<file path="src/rtl/ball_read.sv">
// ball_read: decodes and qualifies the 8x8 LED-matrix ball drive bus into an
// X/Y coordinate stream. Optional error counter is built with BALL_READ_ERRCNT_EN.
module ball_read #(
  parameter int STABLE_CYCLES = 4,
  parameter int ERR_W         = 8
) (
  input  logic             clk,
  input  logic             rst,
  input  logic [7:0]       sx_in,
  input  logic [7:0]       sy_in,
  output logic             pos_valid,
  input  logic             pos_ready,
  output logic [2:0]       pos_x,
  output logic [2:0]       pos_y,
  output logic             blank,
  output logic             enc_err,
  output logic [ERR_W-1:0] err_count
);

  // state  | meaning
  // Q_IDLE | bus blank or malformed, nothing being qualified
  // Q_QUAL | a valid code is being counted towards STABLE_CYCLES
  // Q_LOCK | code already reported, held without further reports
  typedef enum logic [1:0] {Q_IDLE, Q_QUAL, Q_LOCK} state_t;

  localparam logic [8:0] STABLE_M = STABLE_CYCLES[8:0];

  logic [7:0] s_x, s_y;
  state_t     state, state_nxt;
  logic [7:0] cnt, cnt_nxt;
  logic [8:0] cnt_p1;
  logic [2:0] code_x, code_y, code_x_nxt, code_y_nxt;
  logic [2:0] dec_x, dec_y;
  logic       cls_valid, cls_blank;
  logic       same_code, new_code, report, hs;
  logic [2:0] pend_x, pend_y;
  logic       pend_v;

  function automatic logic [2:0] idx8(input logic [7:0] v);
    logic [2:0] r;
    r = 3'd0;
    for (int i = 0; i < 8; i++) begin
      if (v[i]) r = i[2:0];
    end
    return r;
  endfunction

  always_ff @(posedge clk) begin
    if (rst) begin
      s_x <= 8'h00;
      s_y <= 8'hFF;
    end else begin
      s_x <= sx_in;
      s_y <= sy_in;
    end
  end

  always_comb begin
    cls_blank = (s_x == 8'h00) || (s_y == 8'hFF);
    cls_valid = !cls_blank && $onehot(s_x) && $onehot(~s_y);
    dec_x     = idx8(s_x);
    dec_y     = idx8(~s_y);
    same_code = (dec_x == code_x) && (dec_y == code_y);
    new_code  = (state == Q_IDLE) || !same_code;
    cnt_p1    = {1'b0, cnt} + 9'd1;
  end

  always_ff @(posedge clk) begin
    if (rst) begin
      state  <= Q_IDLE;
      cnt    <= 8'd0;
      code_x <= 3'd0;
      code_y <= 3'd0;
    end else begin
      state  <= state_nxt;
      cnt    <= cnt_nxt;
      code_x <= code_x_nxt;
      code_y <= code_y_nxt;
    end
  end

  always_comb begin
    state_nxt  = state;
    cnt_nxt    = cnt;
    code_x_nxt = code_x;
    code_y_nxt = code_y;
    if (!cls_valid) begin
      state_nxt = Q_IDLE;
      cnt_nxt   = 8'd0;
    end else if (new_code) begin
      code_x_nxt = dec_x;
      code_y_nxt = dec_y;
      cnt_nxt    = 8'd1;
      state_nxt  = (STABLE_CYCLES == 1) ? Q_LOCK : Q_QUAL;
    end else if (state == Q_QUAL) begin
      cnt_nxt   = cnt_p1[7:0];
      state_nxt = (cnt_p1 == STABLE_M) ? Q_LOCK : Q_QUAL;
    end
  end

  always_comb begin
    blank   = cls_blank;
    enc_err = !cls_blank && !cls_valid;
    report  = 1'b0;
    if (cls_valid) begin
      if (new_code) report = (STABLE_CYCLES == 1);
      else          report = (state == Q_QUAL) && (cnt_p1 == STABLE_M);
    end
  end

  assign hs = pos_valid & pos_ready;

  // Output slot plus one pending slot; a newer report replaces the pending one.
  always_ff @(posedge clk) begin
    if (rst) begin
      pos_valid <= 1'b0;
      pos_x     <= 3'd0;
      pos_y     <= 3'd0;
      pend_v    <= 1'b0;
      pend_x    <= 3'd0;
      pend_y    <= 3'd0;
    end else if (!pos_valid || hs) begin
      if (report) begin
        pos_valid <= 1'b1;
        pos_x     <= dec_x;
        pos_y     <= dec_y;
        pend_v    <= 1'b0;
      end else if (pend_v) begin
        pos_valid <= 1'b1;
        pos_x     <= pend_x;
        pos_y     <= pend_y;
        pend_v    <= 1'b0;
      end else begin
        pos_valid <= 1'b0;
      end
    end else if (report) begin
      pend_v <= 1'b1;
      pend_x <= dec_x;
      pend_y <= dec_y;
    end
  end

`ifdef BALL_READ_ERRCNT_EN
  logic [ERR_W-1:0] err_q;

  always_ff @(posedge clk) begin
    if (rst)                          err_q <= '0;
    else if (enc_err && (err_q != '1)) err_q <= err_q + 1'b1;
  end

  assign err_count = err_q;
`else
  assign err_count = '0;
`endif

endmodule

</file>
<file path="config.mk">
export PLATFORM = sky130hd
export DESIGN_NAME = ball_read
export DESIGN_NICKNAME = d
export VERILOG_FILES = /design/src/rtl/ball_read.sv
export SDC_FILE = /design/constraint.sdc
export NUM_CORES = 1
export LEC_CHECK = 0
export ABC_AREA = 1
export CAP_MARGIN = 40
export CORE_ASPECT_RATIO = 1.1
export CORE_UTILIZATION = 45
export DETAILED_ROUTE_END_ITERATION = 12
export PLACE_DENSITY = 0.66
export SLEW_MARGIN = 25
export SYNTH_ARGS = -nofsm -noshare
export SYNTH_HDL_FRONTEND = slang
export SYNTH_SLANG_ARGS = --single-unit
</file>
<file path="constraint.sdc">
create_clock -name clk -period 5.2 [get_ports clk]
set_input_delay 0.78 -clock clk [delete_from_list [all_inputs] [get_ports clk]]
set_output_delay 0.78 -clock clk [all_outputs]
set_load 0.02 [all_outputs]
</file>
## Word level (Yosys, flattened, before mapping)

Cells that the tools add are included.
W data, S select, Z words.

| storage, ports and cells | value |
|---|---|
| register bits | 46 |
| input bits | 19 |
| output and inout bits | 17 |
| logic and storage cells | 89 |

| operators by class | value |
|---|---|
| add/sub/neg operators | 15 |
| equal/unequal tests | 7 |
| muxes and demuxes | 27 |
| bitwise logic cells | 4 |
| reductions and logical operators | 22 |

Operator list:

| kind | number |
|---|---|
| $mux W3 | 16 |
| $add A1 B1 Y2 | 8 |
| $add A2 B2 Y3 | 4 |
| $mux W1 | 10 |
| $add A8 B1 Y9 const B | 1 |
| $eq A9 B3 Y1 const B | 1 |
| $add A3 B3 Y4 | 2 |
| $eq A4 B1 Y1 const B | 2 |
| $eq A8 B8 Y1 const B | 1 |
| $logic_not A8 Y1 | 1 |
| $not A8 Y8 | 1 |
| $eq A3 B3 Y1 | 2 |
| $reduce_and A2 Y1 | 3 |
| $logic_and A1 B1 Y1 | 5 |
| $logic_not A1 Y1 | 4 |
| $reduce_bool A2 Y1 | 2 |
| $reduce_or A2 Y1 | 2 |
| $logic_or A1 B1 Y1 | 3 |
| $reduce_or A3 Y1 | 1 |
| $eq A2 B1 Y1 const B | 1 |
| $logic_not A2 Y1 | 1 |
| $mux W2 | 1 |
| $not A1 Y1 | 2 |
| $and A1 B1 Y1 | 1 |

## Depth between registers and ports, before layout

| logic depth | value |
|---|---|
| depth after elaboration | 16 |
| mapped depth | 21 |

## Least setup slack after synthesis

No wires, ideal clock.

| timing path | value |
|---|---|
| path type | reg2out |
| start | register s_y[0] |
| end | output enc_err |
| data arrival time | 3.181 ns |
| slack | 1.239 ns |
| cell stages (with the launch flop) | 15 |
| cell sequence | dfxtp_1 fa_1 inv_1 fa_1 fa_1 ha_1 inv_1 fa_1 xnor2_1 nor2_1 nand2_1 inv_2 nand2_1 inv_1 nor2_1 |

| on the way | value |
|---|---|
| longest elaborated chain between the ends | 8 |
| elaborated cells on any way between the ends | 12 |
| those cells by class | 3 x add/sub; 2 x eq/ne; 1 x bitwise; 6 x reduce/logical |

Ends and longest elaborated chain:

| what | line | RTL |
|---|---|---|
| start, declared | 28 | `logic [7:0] s_x, s_y;` |
| start signal, assigned | 54 | `s_y <= sy_in;` |
| $not A8 Y8 | 60 | `cls_valid = !cls_blank && $onehot(s_x) && $onehot(~s_y);` |
| $add A1 B1 Y2 (implied by the code) | 60 |  |
| $add A2 B2 Y3 (implied by the code) | 60 |  |
| $add A3 B3 Y4 (implied by the code) | 60 |  |
| $eq A4 B1 Y1 | 60 |  |
| $logic_and A1 B1 Y1 | 60 |  |
| $logic_not A1 Y1 | 103 | `enc_err = !cls_blank && !cls_valid;` |
| $logic_and A1 B1 Y1 (*) | 103 |  |
| end, declared | 16 | `output logic enc_err,` |

Mark *: on every way between the ends. The rest lies on a longest branch, timed or not.

## Final worst setup path

Same ends and word-level chain as after synthesis.

==> flow_summary_export.csv <==
group,metric,value,unit
status,status,"complete, no violations",
placed_design,dp.cells,470,
grt,grt_max_degree,27,
route,vias_per_cell,4.51,
synthesis,seq_area_frac_synth,34.8,%
route,remaining_drc_errors,0,
finish,postLayoutCellArea,3030,µm²
synthesis,syn_area_per_cell,7.03,µm²
job,max-cap-violations,0,
setup_path,cp-start-kind,"register",
worst_hold_path,min_path_cells,2,
finish,area_delta_synth_final,14.6,%
grt,grt_overflow,0,
clock_network,cts_tree,"built",
clock_network,cts_root_buf,"clkbuf_8",
clock_network,clk_pin_slew_worst_paths,0.08,ns
clock_network,htreeDepth,2,
clock_network,clk_path_buf_depth,2,
sta,relSlewSlack,54.1,%
finish,final_cells,478,
sta,finalMaxSlewViolations,0,
route,ant_nets,0,
worst_hold_path,hold_path_class,"register to register",
sta,hold_viol,0,
route,wl_per_cell,9.65,µm
clock_network,numCtsBuffers,5,
setup_path,path_max_fanout,3,
sta,fin_crit,4.86,ns
power,irDropWorstVdd,171,µV
synthesis,synth-seq-cells,46,
floorplanning,ioPinCount,36,
clock_network,postCtsResizedCells,0,
placed_design,place_hpwl,3480,µm
sta,fin_crit_sh,93.5,%
clock_network,hold_buffers,0,
route,dr.pass1.iters,4,
sta,rsz0062_at_grt,"no",
finish,n_antenna_cell,0,
clock_network,cts_sinks,46,
grt,antenna_found_initial,0,
power,powerDensity,249,nW/µm²
setup_path,crit_path_end_kind,"primary output",
grt,grt_pass1_wl,8180,µm
synthesis,syn_inst,376,
finish,drive_gt1_share,9.18,%
route,wl,4610,µm
floorplanning,die_height,82.4,µm
floorplanning,die_x,75.1,µm
sta,finClkSkew,0.00502,ns
placed_design,io_buffer_count,27,
floorplanning,core,5540,µm²
synthesis,netlist_area,2640,µm²
sta,setup_viol,0,
setup_path,worstPathArrival,4.08,ns
sta,worst_pin_slew,0.684,ns
route,vias,2157,
placed_design,globalplace.congestion,0.811,
floorplanning,dieArea,6180,µm²
placed_design,placed_cell_area,2940,µm²
sta,setup-tns-final,0,ns
setup_path,ff2ff_path_depth,16,
synthesis,ys_types,29,
floorplanning,initial_core_util,47.7,%
clock_network,clock_latency,0.29,ns
route,drt_iter0_drc,80,
finish,finalNetCount,438,
setup_path,crit_required,4.42,ns
finish,mostFrequentLayoutCell,"nand2_1",
grt,grt_usage,17.4,%
floorplanning,rows,28,
power,leakagePower,1.49,nW
finish,layout_common_cells,"nand2_1 (85), inv_1 (70), nor2_1 (50), dfxtp_1 (46), clkdlybuf4s50_1 (27)",
clock_network,postCtsSetupRepairBufs,0,
grt,first_global_vias,1947,
synthesis,synth_warnings,0,
sta,fmax,0.206,GHz
setup_path,worstSetupPathType,"register to primary output",
==> registers in the layout, indices dropped and copies added (netlist names) <==
name and flops:
cnt 8, code_x 3, code_y 3, pend_v 1, pend_x 3, pend_y 3
pos_valid 1, pos_x 3, pos_y 3, s_x 8, s_y 8, state 2
==> worst paths after layout <==
path	from	to	slack (ns)
worst max-delay path	s_y[0]	enc_err	0.34
worst min-delay path	code_x[1]	code_x[1]	0.47
worst max register to register	s_y[0]	pend_x[0]	1.19
worst min register to register	code_x[1]	code_x[1]	0.47
==> layout make-up <==
type | count | area, µm²
multi-input combinational | 247 | 1370
sequential | 46 | 921
fill | 584 | 2510
timing repair buffer | 28 | 278
clock buffer | 7 | 86.3
clock inverter | 1 | 5.00
inverter | 74 | 278
tap | 75 | 93.8
==> cell usage after synthesis <==
cell / count / area, µm²
nor2_4: 1 / 11.3
nand3_4: 1 / 17.5
or2_2: 9 / 56.3
ha_1: 9 / 113
inv_1: 70 / 263
nand4_1: 3 / 18.8
o21ai_0: 6 / 30.0
buf_6: 1 / 11.3
dfxtp_1: 46 / 921
buf_2: 2 / 10.0
fa_1: 8 / 160
nand3_1: 25 / 125
a21oi_1: 14 / 70.1
buf_4: 9 / 67.6
nand2_2: 5 / 31.3
nor2_1: 50 / 188
nor2_2: 4 / 25.0
nor3_1: 1 / 5.00
o21ai_1: 3 / 15.0
nor3b_1: 2 / 15.0
xor2_1: 2 / 17.5
nor2_8: 1 / 20.0
nor3b_2: 4 / 50.1
clkbuf_1: 4 / 15.0
xnor2_1: 3 / 26.3
a211oi_1: 3 / 22.5
conb_1: 1 / 3.75
inv_2: 4 / 15.0
nand2_1: 85 / 319
==> kinds of logic (layout without fill, tap and decap cells) <==
kind of cell / Yosys count / in the layout / synth area share, %
AO/OA/AOI/OAI: 26 / 26 / 5.21
XOR/XNOR: 5 / 5 / 1.66
adder cells (fa/ha/maj): 17 / 17 / 10.3
buffers and inverters: 90 / 110 / 14.4
flip-flops: 46 / 46 / 34.8
other: 1 / 8 / 0.142
AND/OR/NAND/NOR: 191 / 191 / 33.4
==> power by group <==
part	total, mW	internal, mW	leakage [nW]	switching, mW
clock	0.223	0.107	0.0482	0.116
combinational	0.151	0.0619	1.07	0.0894
sequential	0.379	0.368	0.375	0.0107
==> metal layers <==
metal	up-vias	global-route usage, %	wire, µm
met3	4	4.49	182
met2	37	30.5	2230
li1	1168	-	-
met1	948	20.9	2170
met5	-	0	0
met4	0	4.91	38
==> per-stage QoR <==
stage               hold WS (ns)  worst slack, ns  power [mW]  util, %
finish                     0.473            0.337       0.753     54.7
global route               0.486           0.0517       0.801     54.7
CTS                        0.477            0.309       0.765     54.7
detailed placement         0.464            0.656       0.539     53.1
global placement           0.456            0.744       0.534     53.1
floorplan                  0.444             1.24       0.500        -
==> critical path, cell delays in order (launching register included) <==
cell	delay, ns
dfxtp_1	0.34
fa_1	0.55
inv_1	0.05
fa_1	0.45
fa_1	0.50
ha_1	0.17
inv_1	0.06
fa_1	0.38
xnor2_1	0.15
nor2_1	0.06
nand2_1	0.07
inv_2	0.03
nand2_1	0.19
inv_1	0.10
nor2_1	0.09
clkdlybuf4s50_1	0.61
No activity file was read; power rests on OpenSTA's default activity.
